[src/rtl/linear_regression_sequencer.sv]
// linear_regression_sequencer
// Computes y = INTERCEPT + SLOPE0*x0 + SLOPE1*x1 + SLOPE2*x2 (unsigned) using one
// shared DW x DW multiplier, one product per cycle over three MUL states.
// Optional feature macro: LINREG_SATURATE_EN -- when defined, an accumulation
// carry-out clamps the accumulator to all ones until the result is delivered;
// otherwise the accumulator wraps. ovf is set on carry-out in both builds.
module linear_regression_sequencer #(
    parameter int DW = 16
) (
    input  logic              clk,
    input  logic              rst,
    input  logic              cfg_we,
    input  logic [1:0]        cfg_addr,
    input  logic [DW-1:0]     cfg_data,
    input  logic              in_valid,
    output logic              in_ready,
    input  logic [DW-1:0]     x0,
    input  logic [DW-1:0]     x1,
    input  logic [DW-1:0]     x2,
    output logic              out_valid,
    input  logic              out_ready,
    output logic [2*DW-1:0]   y,
    output logic              busy,
    output logic              ovf
);

    typedef enum logic [2:0] {
        IDLE = 3'd0,
        MUL0 = 3'd1,
        MUL1 = 3'd2,
        MUL2 = 3'd3,
        DONE = 3'd4
    } state_t;

    state_t              r_state;
    state_t              w_state_next;

    // Coefficient bank: index 0 = INTERCEPT, 1..3 = SLOPE0..SLOPE2
    logic [DW-1:0]       r_coef [4];
    logic [3:0]          w_coef_we;
    logic [DW-1:0]       r_x [3];
    logic [2*DW-1:0]     r_acc;
    logic                r_ovf;

    logic                w_handshake;
    logic [DW-1:0]       w_intercept_eff;
    logic [DW-1:0]       w_mul_a;
    logic [DW-1:0]       w_mul_b;
    logic [2*DW-1:0]     w_prod;
    logic [2*DW:0]       w_sum;
    logic                w_carry;

    assign w_handshake = in_valid && (r_state == IDLE);

    // A coincident INTERCEPT write must be seen by the accumulator preload
    assign w_intercept_eff = (cfg_we && cfg_addr == 2'd0) ? cfg_data : r_coef[0];

    genvar gi;
    generate
        for (gi = 0; gi < 4; gi++) begin : g_coef
            assign w_coef_we[gi] = cfg_we && (r_state == IDLE) && (cfg_addr == 2'(gi));

            // Coefficient register: writable only while idle
            always_ff @(posedge clk) begin
                if (rst) begin
                    r_coef[gi] <= '0;
                end else if (w_coef_we[gi]) begin
                    r_coef[gi] <= cfg_data;
                end
            end
        end

        for (gi = 0; gi < 3; gi++) begin : g_feat
            // Feature latch captured at the input handshake
            always_ff @(posedge clk) begin
                if (rst) begin
                    r_x[gi] <= '0;
                end else if (w_handshake) begin
                    r_x[gi] <= (gi == 0) ? x0 : ((gi == 1) ? x1 : x2);
                end
            end
        end
    endgenerate

    // Operand select for the single shared multiplier
    always_comb begin
        w_mul_a = r_coef[1];
        w_mul_b = r_x[0];
        case (r_state)
            MUL1: begin
                w_mul_a = r_coef[2];
                w_mul_b = r_x[1];
            end
            MUL2: begin
                w_mul_a = r_coef[3];
                w_mul_b = r_x[2];
            end
            default: begin
                w_mul_a = r_coef[1];
                w_mul_b = r_x[0];
            end
        endcase
    end

    assign w_prod  = w_mul_a * w_mul_b;
    assign w_sum   = {1'b0, r_acc} + {1'b0, w_prod};
    assign w_carry = w_sum[2*DW];

    // Accumulator and sticky overflow flag
    always_ff @(posedge clk) begin
        if (rst) begin
            r_acc <= '0;
            r_ovf <= 1'b0;
        end else if (w_handshake) begin
            r_acc <= {{DW{1'b0}}, w_intercept_eff};
            r_ovf <= 1'b0;
        end else if (r_state == MUL0 || r_state == MUL1 || r_state == MUL2) begin
            r_ovf <= r_ovf | w_carry;
`ifdef LINREG_SATURATE_EN
            // Once clamped, stay clamped until the result has been taken
            if (w_carry || r_ovf) begin
                r_acc <= '1;
            end else begin
                r_acc <= w_sum[2*DW-1:0];
            end
`else
            r_acc <= w_sum[2*DW-1:0];
`endif
        end
    end

    // FSM state register
    always_ff @(posedge clk) begin
        if (rst) begin
            r_state <= IDLE;
        end else begin
            r_state <= w_state_next;
        end
    end

    // FSM next-state logic
    always_comb begin
        w_state_next = r_state;
        case (r_state)
            IDLE:    if (in_valid) w_state_next = MUL0;
            MUL0:    w_state_next = MUL1;
            MUL1:    w_state_next = MUL2;
            MUL2:    w_state_next = DONE;
            DONE:    if (out_ready) w_state_next = IDLE;
            default: w_state_next = IDLE;
        endcase
    end

    assign in_ready  = (r_state == IDLE);
    assign out_valid = (r_state == DONE);
    assign busy      = (r_state != IDLE);
    assign y         = r_acc;
    assign ovf       = r_ovf;

endmodule

[config.mk]
export PLATFORM = sky130hd
export DESIGN_NAME = linear_regression_sequencer
export DESIGN_NICKNAME = d
export VERILOG_FILES = /design/src/rtl/linear_regression_sequencer.sv
export SDC_FILE = /design/constraint.sdc
export NUM_CORES = 1
export LEC_CHECK = 0
export ABC_CLOCK_PERIOD_IN_PS = 7490
export CAP_MARGIN = 20
export CORE_MARGIN = 4
export CORE_UTILIZATION = 62
export CTS_CLUSTER_DIAMETER = 80
export DETAILED_ROUTE_END_ITERATION = 12
export GPL_TIMING_DRIVEN = 0
export PLACE_DENSITY_LB_ADDON = 0.08
export SLEW_MARGIN = 10
export SYNTH_ARGS = -nofsm -noshare
export SYNTH_HDL_FRONTEND = slang
export SYNTH_SLANG_ARGS = --single-unit
[constraint.sdc]
create_clock -name clk -period 7.49 [get_ports clk]
set_input_delay 1.8725 -clock clk [delete_from_list [all_inputs] [get_ports clk]]
set_output_delay 1.8725 -clock clk [all_outputs]
set_load 0.01 [all_outputs]
* Word-level counts from Yosys, hierarchy flattened *
Memory sizes are Yosys's and may differ from the RTL's.
Index checks and enable logic that the tools add are counted.

operators by class
  add/sub/neg operators = 1
  multiply operators = 1
  equality and inequality tests = 9
  multiplexer cells = 32
  bitwise operators = 8
  reductions and logical operators = 15

operators with widths
  operator              number
  $mux W16              10
  $pmux W16 S2          2
  $add A32 B32 Y33      1
  $mul A16 B16 Y32      1
  $mux W1               17
  $pmux W3 S5           1
  $or A1 B1 Y1          8
  $logic_and A1 B1 Y1   7
  $eq A3 B2 Y1 const B  2
  $mux W3               2
  $eq A2 B2 Y1 const B  2
  $eq A3 B1 Y1 const B  1
  $eq A3 B3 Y1 const B  1
  $logic_not A3 Y1      1
  $reduce_bool A3 Y1    1
  $eq A2 B1 Y1 const B  1
  $logic_not A2 Y1      1
  $logic_or A1 B1 Y1    2
  $ne A2 B1 Y1 const B  1
  $ne A2 B2 Y1 const B  1
  $reduce_and A2 Y1     1
  $reduce_bool A2 Y1    1
  $reduce_or A2 Y1      1

word-level totals
  flip-flop bits (word level) = 36
  bits in writable memories = 112
  bits of input ports = 71
  output and inout port bits = 36
  word-level logic and storage cells = 72
  memories = 2

memory list
  name    depth  width  read ports  clocked after memory_dff  wr ports  RTL line  RTL
  r_coef  4      16     4           0                         4         39        logic [DW-1:0] r_coef [4];
  r_x     3      16     3           0                         3         41        logic [DW-1:0] r_x [3];

* Depth between registers and ports, before layout *
  word-level depth = 7
  gate-level depth with buffers = 30
  mapped depth without buffers = 25

* Worst setup path after synthesis *
OpenSTA, ideal clock, no wires.

  kind = register -> register
  start point = register r_state[2]
  end point = register r_acc[30] (netlist: y[30])
  setup time = 154 ps
  arrival = 6723 ps
  data required time = 7336 ps
  setup slack = 613 ps
  cell stages (with the launch flop) = 28
  path buffers = 5
  clock period less this slack = 6877 ps
  cells stage by stage = dfxtp_1 -> clkbuf_1 -> nand2b_1 -> clkbuf_1 -> buf_2 -> nand2_1 -> o21ai_1 -> clkbuf_1 -> nand2_1 -> fa_1 -> inv_1 -> fa_1 -> fa_1 -> fa_1 -> fa_1 -> inv_1 -> fa_1 -> inv_1 -> ha_1 -> buf_6 -> a21o_1 -> a21o_1 -> a221oi_2 -> a2bb2oi_2 -> o21ai_2 -> o41ai_2 -> mux2i_1 -> o31ai_1

on the way
  longest elaborated chain between the ends = 4
  elaborated cells on any way between the ends = 12
  classes of those cells = 1 x add/sub; 1 x mul; 3 x eq/ne; 2 x mux; 5 x reduce/logical

ends and longest elaborated chain
  element                 RTL line  RTL
  start, declared         35        state_t r_state;
  start signal, assigned  137       r_state <= w_state_next;
  $eq A3 B2 Y1            89, 117
  $pmux W16 S2            89        case (r_state)
  $mul A16 B16 Y32        105       assign w_prod = w_mul_a * w_mul_b;
  $add A32 B32 Y33        106       assign w_sum = {1'b0, r_acc} + {1'b0, w_prod};
  end signal, assigned    115       r_acc <= {{DW{1'b0}}, w_intercept_eff};
  end signal, assigned    127       r_acc <= w_sum[2*DW-1:0];
  end, declared           42        logic [2*DW-1:0] r_acc;

Several ways; a longest one is shown, not always the timed one.
A chain may end at the register's enable or synchronous reset.

* Final worst setup path *
  start point = register r_state[0]
  end point = register r_acc[30] (netlist: y[30])

Same word-level chain as after synthesis.

==> impl_metrics.json <==
{
  "status": "finished clean",
  "synthArstFlopShare_pct": 0,
  "r2r_cells": 25,
  "crit_path_start_kind": "flip-flop",
  "path_max_fanout": 10,
  "synthFlopType": "edfxtp_1",
  "wl_um": 45500,
  "pwr-share-seq_pct": 14.5,
  "crit_path_end_kind": "flip-flop",
  "cts_tree": "done",
  "synth_compound_area_share_pct": 7.83,
  "cts_buffers": 17,
  "detail_route.first_pass.iterations": 5,
  "wire_per_inst_um": 20.8,
  "report.final.slew_viol_count": 0,
  "power.leakage_nw": 8.53,
  "timing.slew.headroom_pct": 42.3,
  "required_ns": 7.80,
  "avgSynthCellArea_um2": 9.40,
  "drc_errors": 0,
  "clk_path_buf_depth": 2,
  "dp_hpwl_um": 36300,
  "setup_tns_ns": 0,
  "setup_viol": 0,
  "period_share_pct": 97.9,
  "die_area_mm2": 0.0286,
  "yosysMostFrequentCell": "inv_1",
  "period_minus_slack_ns": 7.33,
  "n_antenna_cell": 0,
  "synth_nets": 2112,
  "r2r_slack_ns": 0.16,
  "place.gp.congestion": 0.946,
  "place_ws_ns": -0.937,
  "hold_buffers": 0,
  "hold_class": "flip-flop to flip-flop",
  "hold_viol": 0,
  "worst_pin_slew_ns": 0.865,
  "synth_top_family_by_area": "adder cells",
  "final_antenna_net_count": 0,
  "worstSetupPathType": "flip-flop to flip-flop",
  "coreArea_mm2": 0.0253,
  "r2r_start": "r_state[0]",
  "yosysWarnings": 0,
  "rows": 58,
  "drive_gt1_share_pct": 7.75,
  "pin_count": 107,
  "clkTransAtPathRegs_ns": 0.08,
  "initial_core_util_pct": 63.5,
  "die_w_um": 169,
  "io_buffer_count": 106,
  "hold_path_startpoint": "ovf",
  "yosys-mux-area-fraction_pct": 3.11,
  "maxCapViolCount": 0,
  "grt_use_total_pct": 31.8,
  "combinationalPowerShare_pct": 72.8,
  "p_int_mw": 3.50,
  "netlist-cell-type-count": 71,
  "syn_to_final_growth_pct": 15.4,
  "grt_pass1_wl_um": 69400,
  "grt_overflow": 0,
  "yosysTopAreaCellShare_pct": 28.1,
  "synth_top_area_cell": "fa_1",
  "yosys.area_share.simple_pct": 16.5,
  "ir_worst_vdd_mv": 0.427,
  "power-per-cell-area_mw_per_mm2": 386,
  "cts_sinks": 148,
  "p_sw_share_pct": 51.2,
  "grt_pass1_vias": 13000,
  "net-switching-power_mw": 3.66,
  "routed_via_density": 5.82,
  "whs_path_depth": 2,
  "cts_root_buf": "clkbuf_16",
  "finClkSkew_ns": 0.0189,
  "synthXorXnorAreaFrac_pct": 1.03,
  "fin_nets": 2247,
  "drt_iter0_drc": 1176,
  "netlist_instances": 1711,
  "die_y_um": 169,
  "num_vias": 12700,
  "synth_edf_count": 112,
  "timing.rr.end": "y[30]",
  "yosysSeqAreaShare_pct": 25.4,
  "clkPwrFrac_pct": 12.7,
  "syn_area_mm2": 0.0161,
  "ys_top_cells_by_area": "fa_1, edfxtp_1, inv_1, ha_1, nand2_1",
  "antenna_found_initial": 0,
  "ys_top_cells_by_count": "inv_1, fa_1, nand2_1",
  "fillerInstances": 1854,
  "fmax_mhz": 136,
  "p_total_mw": 7.16,
  "synth_adder_area_share_pct": 36.2,
  "worstHoldEndpoint": "ovf",
  "setup_ws_ns": 0.159,
  "synth_seq_cells": 148,
  "clk_latency_ns": 0.44,
  "grt_max_degree": 38,
  "htree_levels": 4,
  "arrival_ns": 7.64
}
[sequential cells by signal (all words and copies together) (netlist names)]
signal,flops
r_coef,64
r_x,48
y,32
r_state,3
ovf,1
[repair_timing]
item	in CTS	in global routing
setup endpoints to repair	20	14
resized for setup	53	58
setup buffers	2	8
pin swaps	1	4
[power groups by stage]
stage | Clock [mW] | Sequential (mW) | Combinational (mW)
final | 0.907 | 1.04 | 5.21
after global routing | 0.937 | 1.05 | 5.78
after CTS | 0.907 | 1.04 | 5.12
after detailed placement | 0 | 1.05 | 5.01
after global placement | 0 | 1.05 | 4.91
after floorplan | 0 | 1.06 | 3.69
[worst max path at each step]
stage	start	end	depth (start not counted)	slack, ns
6_report	r_state[0]	y[30]	25	0.16
5_1_grt	r_state[0]	y[30]	25	-0.05
4_1_cts	r_state[0]	y[31]	26	0.007
3_5_place_dp	r_state[2]	y[31]	26	-0.94
3_3_place_gp	r_state[2]	y[31]	26	-0.94
2_1_floorplan	r_state[2]	y[30]	27	0.61
[layout by cell type, fill, tap and decap left out, types with 11 or more instances in the layout]
| master | count |
|---|---|
| xnor2_1 | 12 |
| dfxtp_1 | 34 |
| o21ai_1 | 12 |
| o21ai_0 | 19 |
| nand2_1 | 221 |
| ha_1 | 104 |
| edfxtp_1 | 112 |
| nand4_1 | 11 |
| o21ai_4 | 12 |
| nor2_1 | 139 |
| o21a_1 | 19 |
| buf_4 | 17 |
| a21oi_1 | 37 |
| mux2i_1 | 46 |
| clkbuf_1 | 30 |
| nand3_1 | 14 |
| clkdlybuf4s50_1 | 106 |
| fa_1 | 226 |
| clkbuf_16 | 17 |
| and2_1 | 126 |
| inv_1 | 348 |
[metrics by stage]
stage	cells	instance area [um^2]	hold WS (ns)	utilization, %
after floorplan	1711	16100	0.470	-
after global placement	2147	17600	0.433	69.3
after detailed placement	2151	17600	0.437	69.5
after CTS	2181	18300	0.449	72.4
after global routing	2189	18600	0.487	73.3
final	2189	18600	0.445	73.3
[cells by family (layout without fill, tap and decap cells)]
logic type / Yosys count / count (layout)
multiplexers: 50 / 50
AND/OR/NAND/NOR: 564 / 564
buffers and inverters: 419 / 567
adder cells (fa/ha/maj): 330 / 330
flip-flops: 148 / 148
AO/OA/AOI/OAI: 181 / 181
XOR/XNOR: 19 / 19
[cell type report]
class	count	area [um^2]	share of cell area (%)
buffer	66	362	1.95
clock buffer	17	425	2.29
clock inverter	15	170	0.917
inverter	349	1310	7.06
multi-input combinational	1144	10600	57.2
sequential	148	4090	22.0
tap	330	413	2.22
timing repair buffer	120	1180	6.38
[layer usage]
| metal | vias up | wire length [um] | share of wire (%) | global-route usage [%] |
|---|---|---|---|---|
| li1 | 5640 | - | - | - |
| met4 | 0 | 2760 | 6.1 | 17.3 |
| met2 | 674 | 21800 | 48 | 52.0 |
| met5 | - | 0 | 0 | 0 |
| met1 | 6269 | 17200 | 38 | 40.4 |
| met3 | 151 | 3770 | 8.3 | 5.67 |
[critical path, stage by stage (launching register included)]
cell and delay, ns:
dfxtp_1 0.36, buf_4 0.25, buf_6 0.22, mux2i_1 0.14
o21ai_4 0.36, clkbuf_2 0.36, nand2_1 0.14, fa_1 0.55
inv_1 0.06, fa_1 0.49, fa_1 0.59, fa_1 0.48
fa_1 0.51, inv_1 0.05, fa_1 0.47, inv_1 0.04
ha_1 0.28, buf_6 0.14, a21o_1 0.15, a21o_1 0.18
a221oi_2 0.38, a2bb2oi_2 0.21, o21ai_2 0.11, o41ai_2 0.34
mux2i_1 0.23, o31ai_1 0.09
No activity file was read; power rests on OpenSTA's default activity.
==> RTL edit 1: new RTL, config.mk and constraints unchanged <==
Register the output `ovf` once more, with the module's reset; this adds one clock of latency there. The other outputs are not delayed to match.
--- a/src/rtl/linear_regression_sequencer.sv
+++ b/src/rtl/linear_regression_sequencer.sv
@@ -155,7 +155,13 @@
     assign out_valid = (r_state == DONE);
     assign busy      = (r_state != IDLE);
     assign y         = r_acc;
-    assign ovf       = r_ovf;
+    always_ff @(posedge clk) begin
+        if (rst) begin
+            ovf <= '0;
+        end else begin
+            ovf <= r_ovf;
+        end
+    end
 
 endmodule
 
Check against the original RTL: not settled (the Yosys comparison gave no result); the edit may change what the design does.
==> RTL edit 1 against the unedited design <==
  * Core utilization shrank 0.39 points
  * Power up 4.1%
  * Count of clock-buffer cells in the layout did not move
  * Routed wire length grew 1.1%
  * Die area increased by 0.43%
  * Synthesized cell count rose by 1.1%
  * Area after synthesis rose by 0.46%
  * Critical path type unchanged
  * Sequential cell count increased by 1
  * Sequential power about the same
  * Setup slack worse by 0.048 ns
  * Final area decreased by 0.25%
==> RTL edit 1: results <==
[global_routing]
grt_use_total_pct = 32.9
grt_pass1_wl_um = 72400
grt_max_degree = 56
grt_pass1_vias = 13098

[placed_design]
place.gp.congestion = 0.978
port_buffers = 106
place_ws_ns = -0.598
dpl.hpwl_um = 36500
placed_area_sq_um = 17700

[yosys]
syn_avg_cell_area_sq_um = 9.34
synthTopCellsByCount = inv_1 (348), fa_1 (226), nand2_1 (225), and2_1 (126), nor2_1 (122)
syn_nets = 2130
synth_area_leaders = fa_1 (28%), edfxtp_1 (21%), inv_1 (8.1%)
yosys.cell_types.count = 70
synth-edff-count = 112
seq_area_frac_synth_pct = 25.4

[drt]
viasPerCell = 5.81
drt_iter0_drc = 1244
firstDrtPassIters = 6
routedWlPerCell_um = 20.9

[run_status]
status = finished, final reports clean

[worst_hold_path]
hold_path_startpoint = y[30]
hold_end = y[30]
hold_class = reg -> reg

[sta]
max_slew.worst_pin.slew_ns = 1.03
skew_ns = 0.0280

[clocking]
htreeDepth = 4
worst_skew_pair.late_latency_ns = 0.44
cts_buffers = 17

[final_layout]
nets = 2260
top_register = r_coef
drive_above_1_share_pct = 5.93
stdcell_count = 2203

[power_and_ir_drop]
peakVddDrop_mv = 0.669
leakagePower_nw = 8.38
intPower_w = 0.00353

[critical_path]
reg2reg_depth = 26
r2r_end = y[31]
rrSetupSlack_ns = 0.11
crit_start = r_state[2]
crit_path_max_fanout = 10
## RTL edit 1: cells by family (layout without fill, tap and decap cells)
logic type	after synthesis	after routing	share of synthesized area, %
AO/OA/AOI/OAI	199	199	8.22
XOR/XNOR	20	20	1.08
adder cells (fa/ha/maj)	330	330	36.1
buffers and inverters	428	571	10.1
flip-flops	149	149	25.4
multiplexers	47	47	2.93
other	0	1	0
AND/OR/NAND/NOR	556	556	16.2
## RTL edit 1: through the flow
| step | hold WS, ns | util [%] |
|---|---|---|
| after floorplan | 0.436 | - |
| after global placement | 0.461 | 69.4 |
| final | 0.478 | 72.9 |
| after global routing | 0.487 | 72.9 |
| after detailed placement | 0.469 | 69.5 |
| after CTS | 0.479 | 72.3 |
## RTL edit 1: worst max-delay path by stage
stage               endpoint  slack (ns)
CTS                    y[25]       0.003
floorplan              y[21]         1.0
global placement       y[25]       -0.58
finish                 y[31]        0.11
detailed placement     y[25]       -0.60
global route           y[26]       -0.05
## RTL edit 1: routing by layer
layer,vias to the layer above,routed length [um],track usage (%)
li1,5685,-,-
met1,6268,18700,47.0
met2,718,20500,50.2
met3,119,4690,6.08
met4,0,2020,13.2
met5,-,0,0
## RTL edit 1: power by group through the flow
stage                     clock network [W]  registers, W  logic (W)
after floorplan                           0       0.00107    0.00379
after global placement                    0       0.00106    0.00506
after detailed placement                  0       0.00106    0.00520
after CTS                          0.000965       0.00104    0.00526
after global routing               0.000994       0.00105    0.00611
final                              0.000969       0.00104    0.00544
## RTL edit 1: what timing repair did
action / 4_1_cts / 5_1_grt
gates resized for setup: 26 / 41
buffers inserted: 0 / 4
setup endpoints to repair: 16 / 17
hold buffers: 0 / 0
pin swaps: 0 / 2
## RTL edit 1: cell type report
type / count / area [sq um]
Multi-Input combinational cell: 1152 / 10600
Fill cell: 1926 / 6890
Sequential cell: 149 / 4100
Inverter: 349 / 1310
Timing Repair Buffer: 113 / 1130
Clock buffer: 17 / 425
Tap cell: 330 / 413
Buffer: 77 / 353
Clock inverter: 15 / 196
Antenna cell: 1 / 2.50
## RTL edit 1: worst max-delay path, stage by stage (launching register included)
cell,delay (ns)
dfxtp_1,0.30
buf_2,0.16
nand2b_1,0.17
buf_2,0.20
buf_1,0.29
o21ai_1,0.78
nand2_1,0.16
fa_1,0.52
inv_1,0.06
fa_1,0.52
inv_1,0.06
fa_1,0.53
inv_1,0.05
fa_1,0.46
fa_1,0.49
inv_1,0.05
fa_1,0.48
inv_1,0.05
ha_1,0.26
buf_2,0.19
nand4_1,0.14
a21oi_1,0.27
a221oi_4,0.10
buf_4,0.18
o41ai_2,0.53
or4_1,0.20
o211ai_2,0.07
==> RTL edit 2: new RTL, config.mk and constraints unchanged <==
Made on the original files. Set the parameter `DW` to 14 (it was 16).
--- a/src/rtl/linear_regression_sequencer.sv
+++ b/src/rtl/linear_regression_sequencer.sv
@@ -5,7 +5,7 @@
 // carry-out clamps the accumulator to all ones until the result is delivered;
 // otherwise the accumulator wraps. ovf is set on carry-out in both builds.
 module linear_regression_sequencer #(
-    parameter int DW = 16
+    parameter int DW = 14
 ) (
     input  logic              clk,
     input  logic              rst,
Ports: changed (5 resized); port bits go from 107 to 95. No check against the original RTL was run, so the function may have changed too.
==> RTL edit 2 against the unedited design <==
  * Combinational power down 30%
  * Largest power group unchanged
  * Setup slack better by 0.049 ns
  * Synthesized cell count down 24%
  * Sequential cell count down 18
  * Power down 25%
  * Final area down 20%
  * Largest cell class unchanged
  * Area after synthesis down 21%
  * Highest routed layer unchanged
  * Routed wire length down 26%
  * Cell count down 22%
==> RTL edit 2: results <==
[placed_design]
place_ws_ns = -0.886
port_buffers = 93
dpl.hpwl_um = 26500
dp_cells = 1666
placed_area_sq_um = 14000
place.gp.congestion = 0.933

[clocking]
cts_setup_buffers = 0
cts-resized-gates = 30
cts_buffer_depth = 2
htreeDepth = 4
cts_buffers = 17
worst_skew_pair.late_latency_ns = 0.43
path_clk_slew_ns = 0.07

[worst_hold_path]
hold_end = y[15]
holdPathStages = 2
hold_path_startpoint = y[15]
hold_class = reg -> reg

[power_and_ir_drop]
leakagePower_nw = 6.74
combinationalPowerShare_pct = 67.5
pwr-share-clk_pct = 15.3
intPower_w = 0.00274
peakVddDrop_mv = 0.369
power_switching_w = 0.00266

[global_routing]
grt_pass1_wl_um = 52500
grt_pass1_vias = 9777
grt_max_degree = 49
grt_use_total_pct = 30.7

[drt]
viasPerCell = 5.79
drt_iter0_drc = 903
routedWlPerCell_um = 19.7
routed_wl_um = 33500
firstDrtPassIters = 5

[sta]
skew_ns = 0.0108
finalWorstSetupSlack_ns = 0.209
max_slew.worst_pin.slew_ns = 1.01
hold_ws_ns = 0.472

[yosys]
synthTopCellsByCount = fa_1 (169), inv_1 (167), nor2_1 (167), nand2_1 (120), and2_1 (103)
muxShareOfSynthArea_pct = 3.47
synth_area_leaders = fa_1 (27%), edfxtp_1 (23%), ha_1 (8.6%)
syn_avg_cell_area_sq_um = 9.78
synth_adder_area_share_pct = 35.2
syn_nets = 1623
synth-main-ff-cell = edfxtp_1
yosys.cell_types.count = 59
synth-compound-area-share_pct = 8.30
seq_area_frac_synth_pct = 28.1
synth-edff-count = 98
synth_xor_area_share_pct = 1.03

[critical_path]
reg2reg_depth = 24
path_class = reg -> reg
crit_start = r_state[2]
r2r_end = y[26]
arrival_ns = 7.60

[final_layout]
drive_above_1_share_pct = 7.71
diodes = 0
largest_reg_flops = 56
top_register = r_coef

[run_status]
status = finished, final reports clean
==> RTL edit 2: changes by cell type after synthesis, moves of 13 or more <==
| cell | before | now |
|---|---|---|
| and2_1 | 126 | 103 |
| edfxtp_1 | 112 | 98 |
| fa_1 | 226 | 169 |
| ha_1 | 104 | 88 |
| inv_1 | 348 | 167 |
| nand2_1 | 221 | 120 |
| nor2_1 | 139 | 167 |
| o21ai_0 | 24 | 11 |
==> RTL edit 2: routing by layer <==
metal	vias to the layer above	track usage [%]	part of all wire, %
met5	-	0	0
met4	0	12.4	3.1
met3	72	7.36	9.6
met2	468	49.5	48
met1	4823	40.2	39
li1	4469	-	-
==> RTL edit 2: cell type report <==
type | count | area, sq um
multi-input cells | 947 | 8480
fillers | 1480 | 5370
flip-flops and latches | 130 | 3580
repair buffers | 100 | 996
inverters | 168 | 631
clock buffers | 17 | 425
well taps | 270 | 338
plain buffers | 50 | 263
clock inverters | 15 | 150
